<file path="src/rtl/userio_spi_defs.sv">
// Wire-protocol constants shared by the userio SPI master and slaves:
// sck idles high, data is sampled on the rising edge and shifted MSB first.
package userio_spi_defs;

    localparam int   SPI_BYTE_W      = 8;
    localparam logic SPI_CPOL        = 1'b1;
    localparam logic SPI_SAMPLE_RISE = 1'b1;
    localparam logic SPI_MSB_FIRST   = 1'b1;

    typedef logic [SPI_BYTE_W-1:0] spi_byte_t;

    // Bit that goes on the wire first from a shift register.
    function automatic logic spi_tx_bit(input spi_byte_t cur);
        return SPI_MSB_FIRST ? cur[SPI_BYTE_W-1] : cur[0];
    endfunction

    function automatic spi_byte_t spi_shift_out(input spi_byte_t cur);
        return SPI_MSB_FIRST ? {cur[SPI_BYTE_W-2:0], 1'b0} : {1'b0, cur[SPI_BYTE_W-1:1]};
    endfunction

    function automatic spi_byte_t spi_shift_in(input spi_byte_t cur, input logic b);
        return SPI_MSB_FIRST ? {cur[SPI_BYTE_W-2:0], b} : {b, cur[SPI_BYTE_W-1:1]};
    endfunction

endpackage

</file>
<file path="src/rtl/userio_spi_master.sv">
// Single-byte full-duplex SPI master for the userio slaves, with a byte-level
// start/done handshake and optional chip-select hold between bytes.
module userio_spi_master
    import userio_spi_defs::*;
#(
    parameter int DIV = 2
)
(
    input  logic                  clk,
    input  logic                  _rst,
    input  logic                  clk7_en,
    input  logic                  start,
    input  logic                  last,
    input  logic                  deselect,
    input  logic [SPI_BYTE_W-1:0] din,
    output logic [SPI_BYTE_W-1:0] dout,
    output logic                  busy,
    output logic                  done,
    output logic                  _scs,
    output logic                  sck,
    output logic                  sdo,
    input  logic                  sdi
);

    localparam int HW = (DIV > 1) ? $clog2(DIV) : 1;
    localparam logic [HW-1:0] HLAST = HW'(DIV - 1);

    localparam logic [2:0] ST_IDLE  = 3'd0;
    localparam logic [2:0] ST_SETUP = 3'd1;
    localparam logic [2:0] ST_LOW   = 3'd2;
    localparam logic [2:0] ST_HIGH  = 3'd3;
    localparam logic [2:0] ST_HOLD  = 3'd4;
    localparam logic [2:0] ST_GAP   = 3'd5;

    logic [2:0]    state_reg, state_next;
    logic [HW-1:0] hcnt_reg,  hcnt_next;
    logic [2:0]    bit_reg,   bit_next;
    spi_byte_t     tx_reg,    tx_next;
    spi_byte_t     rx_reg,    rx_next;
    spi_byte_t     dout_reg,  dout_next;
    logic          last_reg,  last_next;
    logic          done_reg,  done_next;
    logic          busy_reg,  busy_next;
    logic          scs_reg,   scs_next;
    logic          sck_reg,   sck_next;
    logic          sdo_reg,   sdo_next;

    logic counting;
    logic phase_end;

    // The half-period counter only runs in the timed states; IDLE and HOLD park it at 0.
    assign counting  = (state_reg == ST_SETUP) || (state_reg == ST_LOW) ||
                       (state_reg == ST_HIGH)  || (state_reg == ST_GAP);
    assign phase_end = counting && clk7_en && (hcnt_reg == HLAST);

    always_comb begin
        state_next = state_reg;
        hcnt_next  = hcnt_reg;
        bit_next   = bit_reg;
        tx_next    = tx_reg;
        rx_next    = rx_reg;
        dout_next  = dout_reg;
        last_next  = last_reg;
        done_next  = 1'b0;
        busy_next  = busy_reg;
        scs_next   = scs_reg;
        sck_next   = sck_reg;
        sdo_next   = sdo_reg;

        if (counting && clk7_en) begin
            hcnt_next = phase_end ? '0 : hcnt_reg + 1'b1;
        end

        case (state_reg)
            ST_IDLE: begin
                if (start) begin
                    tx_next    = din;
                    last_next  = last;
                    scs_next   = 1'b0;
                    sdo_next   = spi_tx_bit(din);
                    busy_next  = 1'b1;
                    bit_next   = 3'd0;
                    hcnt_next  = '0;
                    state_next = ST_SETUP;
                end
            end
            ST_SETUP: begin
                if (phase_end) begin
                    sck_next   = ~SPI_CPOL;
                    state_next = ST_LOW;
                end
            end
            ST_LOW: begin
                if (phase_end) begin
                    sck_next   = SPI_CPOL;
                    rx_next    = spi_shift_in(rx_reg, sdi);
                    state_next = ST_HIGH;
                end
            end
            ST_HIGH: begin
                if (phase_end) begin
                    if (bit_reg == 3'd7) begin
                        dout_next = rx_reg;
                        done_next = 1'b1;
                        if (last_reg) begin
                            scs_next   = 1'b1;
                            state_next = ST_GAP;
                        end else begin
                            busy_next  = 1'b0;
                            state_next = ST_HOLD;
                        end
                    end else begin
                        sck_next   = ~SPI_CPOL;
                        tx_next    = spi_shift_out(tx_reg);
                        sdo_next   = spi_tx_bit(spi_shift_out(tx_reg));
                        bit_next   = bit_reg + 3'd1;
                        state_next = ST_LOW;
                    end
                end
            end
            ST_HOLD: begin
                // A new byte skips SETUP: chip select is already low, so sck falls at once.
                if (start) begin
                    tx_next    = din;
                    last_next  = last;
                    sck_next   = ~SPI_CPOL;
                    sdo_next   = spi_tx_bit(din);
                    busy_next  = 1'b1;
                    bit_next   = 3'd0;
                    hcnt_next  = '0;
                    state_next = ST_LOW;
                end else if (deselect) begin
                    scs_next   = 1'b1;
                    busy_next  = 1'b1;
                    hcnt_next  = '0;
                    state_next = ST_GAP;
                end
            end
            ST_GAP: begin
                if (phase_end) begin
                    busy_next  = 1'b0;
                    state_next = ST_IDLE;
                end
            end
            default: begin
                state_next = ST_IDLE;
                busy_next  = 1'b0;
                scs_next   = 1'b1;
                sck_next   = SPI_CPOL;
                hcnt_next  = '0;
            end
        endcase
    end

    always_ff @(posedge clk or negedge _rst) begin
        if (!_rst) begin
            state_reg <= ST_IDLE;
            hcnt_reg  <= '0;
            bit_reg   <= 3'd0;
            tx_reg    <= '0;
            rx_reg    <= '0;
            dout_reg  <= '0;
            last_reg  <= 1'b0;
            done_reg  <= 1'b0;
            busy_reg  <= 1'b0;
            scs_reg   <= 1'b1;
            sck_reg   <= SPI_CPOL;
            sdo_reg   <= 1'b0;
        end else begin
            state_reg <= state_next;
            hcnt_reg  <= hcnt_next;
            bit_reg   <= bit_next;
            tx_reg    <= tx_next;
            rx_reg    <= rx_next;
            dout_reg  <= dout_next;
            last_reg  <= last_next;
            done_reg  <= done_next;
            busy_reg  <= busy_next;
            scs_reg   <= scs_next;
            sck_reg   <= sck_next;
            sdo_reg   <= sdo_next;
        end
    end

    assign dout = dout_reg;
    assign busy = busy_reg;
    assign done = done_reg;
    assign _scs = scs_reg;
    assign sck  = sck_reg;
    assign sdo  = sdo_reg;

endmodule

</file>
<file path="config.mk">
export PLATFORM = sky130hd
export DESIGN_NAME = userio_spi_master
export DESIGN_NICKNAME = d
export VERILOG_FILES = /design/src/rtl/userio_spi_defs.sv /design/src/rtl/userio_spi_master.sv
export SDC_FILE = /design/constraint.sdc
export NUM_CORES = 1
export LEC_CHECK = 0
export CAP_MARGIN = 20
export CORE_MARGIN = 5
export CORE_UTILIZATION = 45
export CTS_CLUSTER_SIZE = 10
export DETAILED_ROUTE_END_ITERATION = 8
export PLACE_DENSITY = 0.72
export RECOVER_POWER = 50
export SLEW_MARGIN = 10
export SYNTH_ARGS = -nofsm -noshare
export SYNTH_HDL_FRONTEND = slang
export SYNTH_SLANG_ARGS = --single-unit
</file>
<file path="constraint.sdc">
create_clock -name clk -period 6 [get_ports clk]
set_clock_uncertainty 0.15 [all_clocks]
set_input_delay 1.2 -clock clk [delete_from_list [all_inputs] [get_ports clk]]
set_output_delay 1.2 -clock clk [all_outputs]
set_load 0.01 [all_outputs]
</file>
# == Yosys cells after proc, flatten, opt, wreduce, memory -nomap -nowiden ==
# Index checks and enable logic that the tools add are counted.
# word_totals
in_bits,15
register_bits,36
# classes
muxes,49
n_eq_ne,20
n_reduce_logical,20
addsub,2
n_bitwise,3
# ops
operator,n
3-bit 2-to-1 mux,11
1-bit 2-to-1 mux,27
"2-bit inequality test, second input constant",11
7-bit 2-to-1 mux,3
3-bit one-hot mux with 6 select lines,1
7-bit one-hot mux with 2 select lines,1
7-bit AND reduction,2
6-bit AND reduction,2
1-bit one-hot mux with 5 select lines,2
"3-bit equality test, second input constant",3
"3-bit by 2-bit equality test with 1-bit output, second input constant",2
3-bit one-hot mux with 2 select lines,1
2-bit OR reduction,3
"2-bit by 1-bit inequality test with 1-bit output, second input constant",2
1-bit one-hot mux with 4 select lines,1
2-bit AND reduction,2
4-bit AND reduction,1
4-bit OR reduction,1
"3-bit by 1-bit adder with 3-bit output, second input constant",1
"3-bit by 1-bit equality test with 1-bit output, second input constant",1
3-bit zero test,1
1-bit logical OR,3
"3-bit inequality test, second input constant",1
1-bit NOT,3
7 further kinds,8

# == Longest topological paths before layout ==
# depth
word_depth,11
mapped_depth,10

# == Least setup slack after synthesis ==
# OpenSTA, ideal clock, no wires.
# synth_path
path_type,input to register
from,input port clk7_en
to,register bit_reg[1]
path_slack_ns,3.212
required_time_ns,5.725
setup_ns,0.125
arrival_ns,2.513
cell_stages,7
path_cell_list,and3_1 ha_1 buf_2 nand3b_1 o22ai_1 buf_4 mux2_2
# synth_via
elab_chain_len,4
# synth_rtl
item,line,rtl
"start, declared",userio_spi_master.sv:11,"input logic clk7_en,"
1-bit logical AND (2 in series),userio_spi_master.sv:54,assign phase_end = counting && clk7_en && (hcnt_reg == HLAST);
2-bit inequality test (no line),-,
4-bit AND reduction (no line),-,
"end signal, assigned",userio_spi_master.sv:172,bit_reg <= bit_next;
"end, declared",userio_spi_master.sv:37,"logic [2:0] bit_reg, bit_next;"
# No other way between the ends.
# A chain may end at the register's enable or synchronous reset.

# == Worst setup path in the final report ==
# layout_path
from,input port clk7_en
to,register bit_reg[2]
# Same word-level chain as after synthesis.

==> impl_metrics.py <==
metrics = {
    "timing": {
        "hold_viol_final": 0,
        "final.period_utilization": 0.593,
        "rsz0062_at_grt": "no",
        "post-route-min-period_ps": 3560,
        "drv_slew": 37,
        "setup_viol": 0,
        "whs_ps": 358,
        "fin_setup_tns_ps": 0,
        "tightest_slew_ps": 1830,
        "clock.fmax_mhz": 281,
        "slew_headroom": -0.223,
    },
    "synthesis": {
        "avgSynthCellArea_um2": 12.5,
        "ys_seq_elements": 36,
        "synth_commonest_cells": "dfrtp_1 (34), mux2_2 (24), nand2_1 (12), mux2_4 (10)",
        "yosysWarningCount": 0,
        "syn_nets": 160,
        "synth_area_leaders": "dfrtp_1 (48%), mux2_2 (15%), mux2_4 (8.4%)",
        "ys_seq_area_frac": 0.508,
        "synth_most_common_cell": "dfrtp_1",
        "synth_top_cell_area_share": 0.479,
        "ys_async_sr_fraction": 1.00,
        "synth_area_leader_cell": "dfrtp_1",
        "synthFlopType": "dfrtp_1",
        "synth_cell_type_count": 39,
        "syn_inst": 142,
        "synth-edff-count": 0,
        "syn-cell-area_um2": 1780,
    },
    "routing": {
        "drt_first_iter_violations": 44,
        "vias": 1162,
        "postRouteWirelength_um": 3250,
        "firstDrtPassIters": 4,
        "vias_per_cell": 5.31,
        "antenna_left": 0,
        "drc_errors": 0,
        "wire_per_inst_um": 14.8,
    },
    "finish": {
        "fill_cells": 324,
        "finalInstanceArea_um2": 2180,
        "final_cells": 219,
        "finalNetCount": 188,
        "area_delta_synth_final_pct": 22.4,
        "num_antenna_cells": 0,
        "drive_gt1_frac": 0.281,
    },
    "status": {
        "violations": "capacitance limit, slew limit",
        "status": "finished with violations",
    },
    "setup_path": {
        "cp-end-kind": "flip-flop",
        "worstPathMaxFanout": 10,
        "cp.required_ps": 6020,
        "crit_type": "in2reg",
        "critPathArrivalTime_ps": 3580,
        "start_kind": "primary input",
    },
    "power_and_ir_drop": {
        "p_leak_nw": 0.971,
        "ir_drop_mv": 0.223,
        "powerDensity_nw_per_um2": 432,
    },
    "floorplan": {
        "start_util": 0.475,
        "rows": 22,
        "dieArea_um2": 5310,
        "core-area_um2": 3740,
        "die_h_um": 72.9,
        "io_pins": 28,
        "die-width_um": 72.9,
    },
    "place": {
        "port-buffer-count": 27,
        "gp_congestion": 0.779,
        "dp_cells": 211,
        "hpwl_um": 2320,
        "placement.cell_area_um2": 2070,
    },
    "grt": {
        "overflow": 0,
        "grt_max_degree": 37,
        "grt_pass1_vias": 1223,
        "grtUsageTotal": 0.139,
        "grt_antenna_before_repair": 0,
        "grt_pass1_wl_um": 5760,
    },
    "clocking": {
        "cts_buffers": 5,
        "cts_tree": "done",
        "postCtsSetupBuffers": 0,
        "cts_buffer_depth": 2,
        "cts_hold_buf": 0,
        "clk_pin_slew_ps": 70,
        "clock_latency_ps": 290,
        "cts-htree-levels": 2,
        "cts.sinks": 36,
        "cts_resized": 0,
        "cts-root-buf": "clkbuf_8",
    },
    "run": {
        "cap_violations": 1,
    },
    "hold_path": {
        "worstHoldPathType": "reg2reg",
    },
}
-- cell families (layout without fill, tap and decap cells) --
| kind of cell | after synthesis | after routing | synth area share |
|---|---|---|---|
| mux | 36 | 36 | 0.248 |
| flops | 36 | 36 | 0.508 |
| simple gates | 34 | 34 | 0.105 |
| compound gates | 21 | 21 | 0.0781 |
| buf+inv | 12 | 41 | 0.0394 |
| fa+ha+maj | 3 | 3 | 0.0211 |
-- per-stage QoR --
stage	util	total power, W	setup slack, ps
finish	0.581	0.000941	2440
global route	0.581	0.00101	2250
CTS	0.582	0.000955	2450
detailed placement	0.552	0.000744	2130
global placement	0.550	0.000723	2030
floorplan	-	0.000636	3210
-- final cells by class --
cell class / count / area [um2] / share of cell area
Clock buffer: 5 / 68.8 / 0.0316
Clock inverter: 3 / 42.5 / 0.0196
Inverter: 4 / 15.0 / 0.00690
Multi-Input combinational cell: 94 / 805 / 0.370
Sequential cell: 36 / 903 / 0.415
Tap cell: 48 / 60.1 / 0.0276
Timing Repair Buffer: 29 / 282 / 0.129
-- worst max-delay path, stage by stage --
cell and delay [ps]:
clkdlybuf4s50_1 450, and3_1 150, ha_1 350, nand3b_1 220, o22ai_1 590, buf_4 280
mux2_2 340
-- placed cells by master, fill, tap and decap left out, drive strengths merged, types with 2 or more instances in the layout --
cell type / netlist / routed
ha: 3 / 3
and3b: 2 / 2
inv: 4 / 4
o21ai: 4 / 4
o22ai: 4 / 4
a211oi: 2 / 2
nand2: 12 / 12
mux2: 35 / 35
dlygate4sd3: 0 / 6
and2: 3 / 3
a21oi: 3 / 3
clkbuf: 2 / 6
nor2: 5 / 5
dfrtp: 34 / 34
dfstp: 2 / 2
nand2b: 3 / 3
clkdlybuf4s50: 0 / 21
-- report_power, final --
| part | internal (W) | total [W] | switching, W |
|---|---|---|---|
| logic | 0.000202 | 0.000322 | 0.000120 |
| registers | 0.000336 | 0.000411 | 0.0000757 |
| clock network | 0.000123 | 0.000207 | 0.0000846 |
-- worst paths after layout --
kind,startpoint,endpoint,slack (ps),depth (start not counted)
max,clk7_en,bit_reg[2],2440,7
min,tx_reg[3],tx_reg[3],360,1
max reg2reg,state_reg[0],bit_reg[2],2720,7
min reg2reg,tx_reg[3],tx_reg[3],360,1
max in group asynchronous,_rst,dout[0],2850,2
min in group asynchronous,_rst,tx_reg[5],1790,2
-- layer usage --
| metal | share of wire | up-vias | global-route usage |
|---|---|---|---|
| met5 | 0 | - | 0 |
| met4 | 0.011 | 0 | 0.0369 |
| met3 | 0.066 | 5 | 0.0482 |
| met2 | 0.46 | 37 | 0.221 |
| met1 | 0.46 | 555 | 0.181 |
| li1 | - | 565 | - |
Note: power is estimated with default switching activity, not from simulation.
